$ cat src/rtl/tk1_exec_guard.sv
`default_nettype none
// ============================================================================
// Module   : tk1_exec_guard
// Brief    : Execute-protection guard. Watches CPU accesses for RAM
//            out-of-range, FW-RAM instruction fetches and fetches from
//            up to NUM_REGIONS lockable address regions. Raises a sticky
//            force_trap, records the first violation and counts violations.
//            Optional macro TK1_EXEC_GUARD_BLINK_EN makes trap_led blink
//            from a BLINK_W-bit counter instead of following force_trap.
// Revision : 1.0 - initial release
// ============================================================================
module tk1_exec_guard #(
    parameter int NUM_REGIONS = 4,
    parameter int BLINK_W     = 24
) (
    input  logic        clk,
    input  logic        reset_n,
    input  logic        cpu_valid,
    input  logic        cpu_instr,
    input  logic [31:0] cpu_addr,
    input  logic        cs,
    input  logic        we,
    input  logic [7:0]  address,
    input  logic [31:0] write_data,
    output logic [31:0] read_data,
    output logic        ready,
    output logic        force_trap,
    output logic        trap_led
);

    localparam logic [7:0]  c_ADDR_CTRL      = 8'h00;
    localparam logic [7:0]  c_ADDR_STATUS    = 8'h01;
    localparam logic [7:0]  c_ADDR_VIOL_ADDR = 8'h02;
    localparam logic [7:0]  c_ADDR_VIOL_CNT  = 8'h03;
    localparam logic [31:0] c_FW_FIRST       = 32'hD000_0000;
    localparam logic [31:0] c_FW_LAST        = 32'hD000_07FF;
    localparam logic [3:0]  c_CAUSE_RAM      = 4'd1;
    localparam logic [3:0]  c_CAUSE_FW       = 4'd2;

    // Elaboration-time parameter sanity checks.
    if (NUM_REGIONS < 1 || NUM_REGIONS > 8) begin : g_bad_num_regions
        $error("tk1_exec_guard: NUM_REGIONS must be 1..8");
    end
    if (BLINK_W < 1) begin : g_bad_blink_w
        $error("tk1_exec_guard: BLINK_W must be at least 1");
    end

    logic [NUM_REGIONS-1:0] r_ctrl;
    logic [31:0]            r_first [NUM_REGIONS];
    logic [31:0]            r_last  [NUM_REGIONS];
    logic [3:0]             r_cause;
    logic [31:0]            r_viol_addr;
    logic [7:0]             r_viol_cnt;
    logic                   r_force_trap;

    logic                   w_wr;
    logic                   w_rd;
    logic [NUM_REGIONS-1:0] w_region_hit;
    logic                   w_viol;
    logic [3:0]             w_cause;

    assign w_wr  = cs & we;
    assign w_rd  = cs & ~we;
    assign ready = cs;

    // An inverted region (FIRST > LAST) can never satisfy both compares.
    for (genvar gi = 0; gi < NUM_REGIONS; gi++) begin : g_region
        assign w_region_hit[gi] = cpu_instr & r_ctrl[gi] &
                                  (cpu_addr >= r_first[gi]) &
                                  (cpu_addr <= r_last[gi]);
    end

    // Classify the current access; region loop runs downward so the lowest index wins.
    always_comb begin
        w_viol  = 1'b0;
        w_cause = 4'd0;
        if (cpu_valid) begin
            if (cpu_addr[31:30] == 2'b01 && |cpu_addr[29:17]) begin
                w_viol  = 1'b1;
                w_cause = c_CAUSE_RAM;
            end else if (cpu_instr && cpu_addr >= c_FW_FIRST && cpu_addr <= c_FW_LAST) begin
                w_viol  = 1'b1;
                w_cause = c_CAUSE_FW;
            end else begin
                for (int i = NUM_REGIONS - 1; i >= 0; i--) begin
                    if (w_region_hit[i]) begin
                        w_viol  = 1'b1;
                        w_cause = 4'(3 + i);
                    end
                end
            end
        end
    end

    // Register read mux; drives 0 whenever the bus is not reading.
    always_comb begin
        read_data = 32'd0;
        if (w_rd) begin
            case (address)
                c_ADDR_CTRL:      read_data = 32'(r_ctrl);
                c_ADDR_STATUS:    read_data = {24'd0, r_cause, 3'b000, r_force_trap};
                c_ADDR_VIOL_ADDR: read_data = r_viol_addr;
                c_ADDR_VIOL_CNT:  read_data = {24'd0, r_viol_cnt};
                default: begin
                    for (int i = 0; i < NUM_REGIONS; i++) begin
                        if (address == 8'(16 + 2 * i)) read_data = r_first[i];
                        if (address == 8'(17 + 2 * i)) read_data = r_last[i];
                    end
                end
            endcase
        end
    end

    // Configuration registers; region bounds lock once their enable is set.
    always_ff @(posedge clk) begin
        if (!reset_n) begin
            r_ctrl <= '0;
            for (int i = 0; i < NUM_REGIONS; i++) begin
                r_first[i] <= 32'd0;
                r_last[i]  <= 32'd0;
            end
        end else if (w_wr) begin
            if (address == c_ADDR_CTRL) begin
                r_ctrl <= r_ctrl | write_data[NUM_REGIONS-1:0];
            end
            for (int i = 0; i < NUM_REGIONS; i++) begin
                if (!r_ctrl[i]) begin
                    if (address == 8'(16 + 2 * i)) r_first[i] <= write_data;
                    if (address == 8'(17 + 2 * i)) r_last[i]  <= write_data;
                end
            end
        end
    end

    // Sticky trap, first-violation capture and saturating count (clear beats increment).
    always_ff @(posedge clk) begin
        if (!reset_n) begin
            r_force_trap <= 1'b0;
            r_cause      <= 4'd0;
            r_viol_addr  <= 32'd0;
            r_viol_cnt   <= 8'd0;
        end else begin
            if (w_viol && !r_force_trap) begin
                r_cause     <= w_cause;
                r_viol_addr <= cpu_addr;
            end
            r_force_trap <= r_force_trap | w_viol;
            if (w_wr && address == c_ADDR_VIOL_CNT) begin
                r_viol_cnt <= 8'd0;
            end else if (w_viol && r_viol_cnt != 8'hFF) begin
                r_viol_cnt <= r_viol_cnt + 8'd1;
            end
        end
    end

    assign force_trap = r_force_trap;

`ifdef TK1_EXEC_GUARD_BLINK_EN
    logic [BLINK_W-1:0] r_blink_cnt;
    logic               r_led;

    // Free-running blink counter while trapped; LED flips on every wrap.
    always_ff @(posedge clk) begin
        if (!reset_n) begin
            r_blink_cnt <= '0;
            r_led       <= 1'b0;
        end else if (r_force_trap) begin
            r_blink_cnt <= r_blink_cnt + 1'b1;
            if (&r_blink_cnt) r_led <= ~r_led;
        end
    end

    assign trap_led = r_led;
`else
    assign trap_led = r_force_trap;
`endif

endmodule
`default_nettype wire

$ cat config.mk
export PLATFORM = sky130hd
export DESIGN_NAME = tk1_exec_guard
export DESIGN_NICKNAME = d
export VERILOG_FILES = /design/src/rtl/tk1_exec_guard.sv
export SDC_FILE = /design/constraint.sdc
export NUM_CORES = 1
export LEC_CHECK = 0
export ABC_AREA = 1
export BUFFER_PORTS_ARGS = -buffer_cell sky130_fd_sc_hd__buf_2
export CAP_MARGIN = 0
export CORE_MARGIN = 10
export CORE_UTILIZATION = 50
export CTS_CLUSTER_SIZE = 20
export DETAILED_ROUTE_END_ITERATION = 10
export HOLD_SLACK_MARGIN = 0.12
export PLACE_DENSITY = 0.66
export SETUP_SLACK_MARGIN = 0.1
export SLEW_MARGIN = 20
export SYNTH_ARGS = -nofsm -noshare
export SYNTH_HDL_FRONTEND = slang
export SYNTH_SLANG_ARGS = --single-unit
$ cat constraint.sdc
create_clock -name clk -period 6.7 [get_ports clk]
set_input_delay 1.34 -clock clk [delete_from_list [all_inputs] [get_ports clk]]
set_output_delay 1.34 -clock clk [all_outputs]
set_load 0.02 [all_outputs]
==> results_dict.tcl <==
set metrics [dict create \
    synth_most_common_cell "nand2_1" \
    outcome "complete, no violations" \
    ant_nets 0 \
    area_growth_pct 11.27 \
    synth_mux_area_frac 0 \
    finalMaxSlewViolations 0 \
    drive_gt1_frac 0.1045 \
    fin_cells 3101 \
    arrival_ns 4.23 \
    antenna_found_initial 1 \
    fin_ws_ns 1.128 \
    synthXorXnorAreaFrac 0.002156 \
    synth-simple-area-share 0.2015 \
    io_buffers 112 \
    netlist-cell-type-count 50 \
    grt_max_degree 49 \
    hold_path.class "register to register" \
    clock-sinks 304 \
    initialDrtViolationCount 1927 \
    period_minus_slack_ns 5.572 \
    ctsHtreeMaxLevel 2 \
    overflow 0 \
    p_sw_uw 1252 \
    syn_nets 2780 \
    gp_congestion 0.9633 \
    tritoncts "yes" \
    pwr-share-comb 0.125 \
    max_freq_mhz 179.5 \
    cts_root_buf "clkbuf_16" \
    ios 113 \
    worst_slew_pin_slew_ns 1.190 \
    setup_tns_ns 0 \
    syn_avg_cell_area_um2 8.306 \
    clkPwrFrac 0.421 \
    synth_seq_cells 304 \
    slew_headroom 0.2061 \
    synth.area.top_cells "edfxtp_1 (38%), ha_1 (16%), nand2_1 (8.3%)" \
    irDropWorstVdd_uv 137.0 \
    vias 17780 \
    cap_violations 0 \
    dr.pass1.iters 8 \
    dieWidth_um 221.5 \
    synth_top_family_by_area "simple AND/OR/NAND/NOR gates" \
    synth_cells 2445 \
    cts_buffers 36 \
    synth_commonest_cells "nand2_1 (448), nor2_1 (408), inv_1 (391)" \
    start_util 0.5088 \
    synthAdderAreaFrac 0.1583 \
    rsz0062_at_grt "no" \
    place_inst 3037 \
    finalSetupViolCount 0 \
    yosysSeqAreaShare 0.4259 \
    p_seq_frac 0.454 \
    clock_skew_ns 0.01880 \
    synth-main-ff-cell "edfxtp_1" \
    fillers 3647 \
    finalHoldViolations 0 \
    drt-total-wl_mm 67.10 \
    cp.required_ns 5.36 \
    synth-compound-area-share 0.1196 \
    ys.warnings.count 0 \
    synth-edff-count 256 \
    netlist_area_um2 20310 \
    cp-start-kind "input port" \
    path_class "input port to primary output" \
    grt_pass1_wl_mm 101.3 \
    die_h_um 221.5 \
    crit_path_end_kind "primary output" \
    finalCritPeriodShare 0.8316 \
    clk_path_buf_depth 3 \
    synthArstFlopShare 0 \
    ctsResizeCount 0 \
    pre_cts_slack_ns 1.365 \
    wl_per_cell_um 21.64 \
    p_leak_uw 0.01019 \
    worstPathMaxFanout 26 \
    nets 2885 \
    power.internal_uw 3473 \
    ctsHoldBuffers 0 \
    clkLatencyLatePin_ns 0.55 \
    cts.clk_slew.worst_paths_ns 0.06 \
    grt.total_usage 0.2639 \
    grt_pass1_vias 17460 \
    post_cts_buffers 0 \
    hpwl_mm 47.76 \
    num_rows 73 \
    design.die.area_um2 49080 \
    yosys.area.top_type "edfxtp_1" \
    avgViaCountPerCell 5.735 \
    core_area_um2 39910 \
    power_density_nw_per_um2 209.1 \
    sw_frac_of_total 0.2651 \
    drc 0 \
    synth_top_cell_area_share 0.3785 \
]
## sequential cells by signal, summed over array words and instances (netlist names)
name / count
r_viol_addr: 32
r_first: 128
force_trap: 1
r_viol_cnt: 8
r_ctrl: 4
r_last: 128
r_cause: 3
## through the flow
step	instance area, µm²	util	hold slack [ns]	power (µW)
after floorplan	20310	-	0.4410	2539
after global placement	21440	0.5372	0.4528	2739
after detailed placement	21440	0.5372	0.4782	2763
after CTS	22590	0.5661	0.4873	4728
after global routing	22600	0.5661	0.5019	4884
final	22600	0.5661	0.4877	4725
## cells in the final DEF (no fill, tap or decap), types with 7 or more instances in the layout
master	count
a21oi_1	214
a31oi_1	21
buf_2	112
buf_4	28
clkbuf_1	7
clkbuf_16	37
clkinv_2	10
dfxtp_1	48
edfxtp_1	256
ha_1	257
inv_1	391
nand2_1	444
nand2_2	7
nand3_1	22
nand4_1	28
nor2_1	406
nor2_2	34
nor3_1	13
nor3_2	8
o211ai_1	28
o21a_1	16
o21ai_0	87
o22ai_1	25
## power by group through the flow
stage / clock network [µW] / logic (µW) / registers (µW)
floorplan: 0 / 362 / 2180
CTS: 2000 / 581 / 2150
global placement: 0 / 555 / 2180
global route: 2070 / 662 / 2150
finish: 1990 / 589 / 2150
detailed placement: 0 / 578 / 2190
## worst paths after layout
kind	from	to	slack, ns	cells past startpoint
setup / recovery	address[5]	read_data[3]	1.13	11
setup reg to reg	r_last[1][9]$_SDFFCE_PN0P_	r_cause[1]$_SDFFE_PN0P_	3.32	18
hold reg to reg	r_viol_cnt[5]$_SDFFE_PP0P_	r_viol_cnt[5]$_SDFFE_PP0P_	0.49	2
hold / removal	r_viol_cnt[5]$_SDFFE_PP0P_	r_viol_cnt[5]$_SDFFE_PP0P_	0.49	2
## critical path, stage by stage
cell and delay (ns):
buf_2 0.10, nor3_1 0.05, nand2_1 0.21, inv_1 0.14
nand2_1 0.22, inv_1 0.57, nand2_1 0.21, o221ai_1 0.15
a2111oi_0 0.68, a31oi_1 0.30, buf_2 0.25
## routing by layer
layer | track usage | share of wire | vias to the layer above
met5 | 0 | 0 | -
met4 | 0.1012 | 0.037 | 0
met3 | 0.05128 | 0.092 | 158
met2 | 0.4230 | 0.45 | 859
met1 | 0.3458 | 0.42 | 8456
li1 | - | - | 8311
## kinds of logic (layout without fill, tap and decap cells)
logic type | count (synthesis) | in the layout
other | 0 | 1
adder cells (fa/ha/maj) | 257 | 257
flip-flops | 304 | 304
XOR/XNOR | 5 | 5
buffers and inverters | 469 | 599
AO/OA/AOI/OAI | 428 | 428
AND/OR/NAND/NOR | 982 | 982
## final cells by class
class / instances / area, µm² / area share
antenna: 1 / 2.502 / 0.0001107
clock buffer: 45 / 965.9 / 0.04275
clock inverter: 18 / 185.2 / 0.008195
inverter: 396 / 1494 / 0.06611
multi-input combinational: 1672 / 9873 / 0.4369
sequential: 304 / 8648 / 0.3827
tap: 525 / 656.9 / 0.02907
timing repair buffer: 140 / 770.7 / 0.03411
Power figures use the tool's default switching activity.
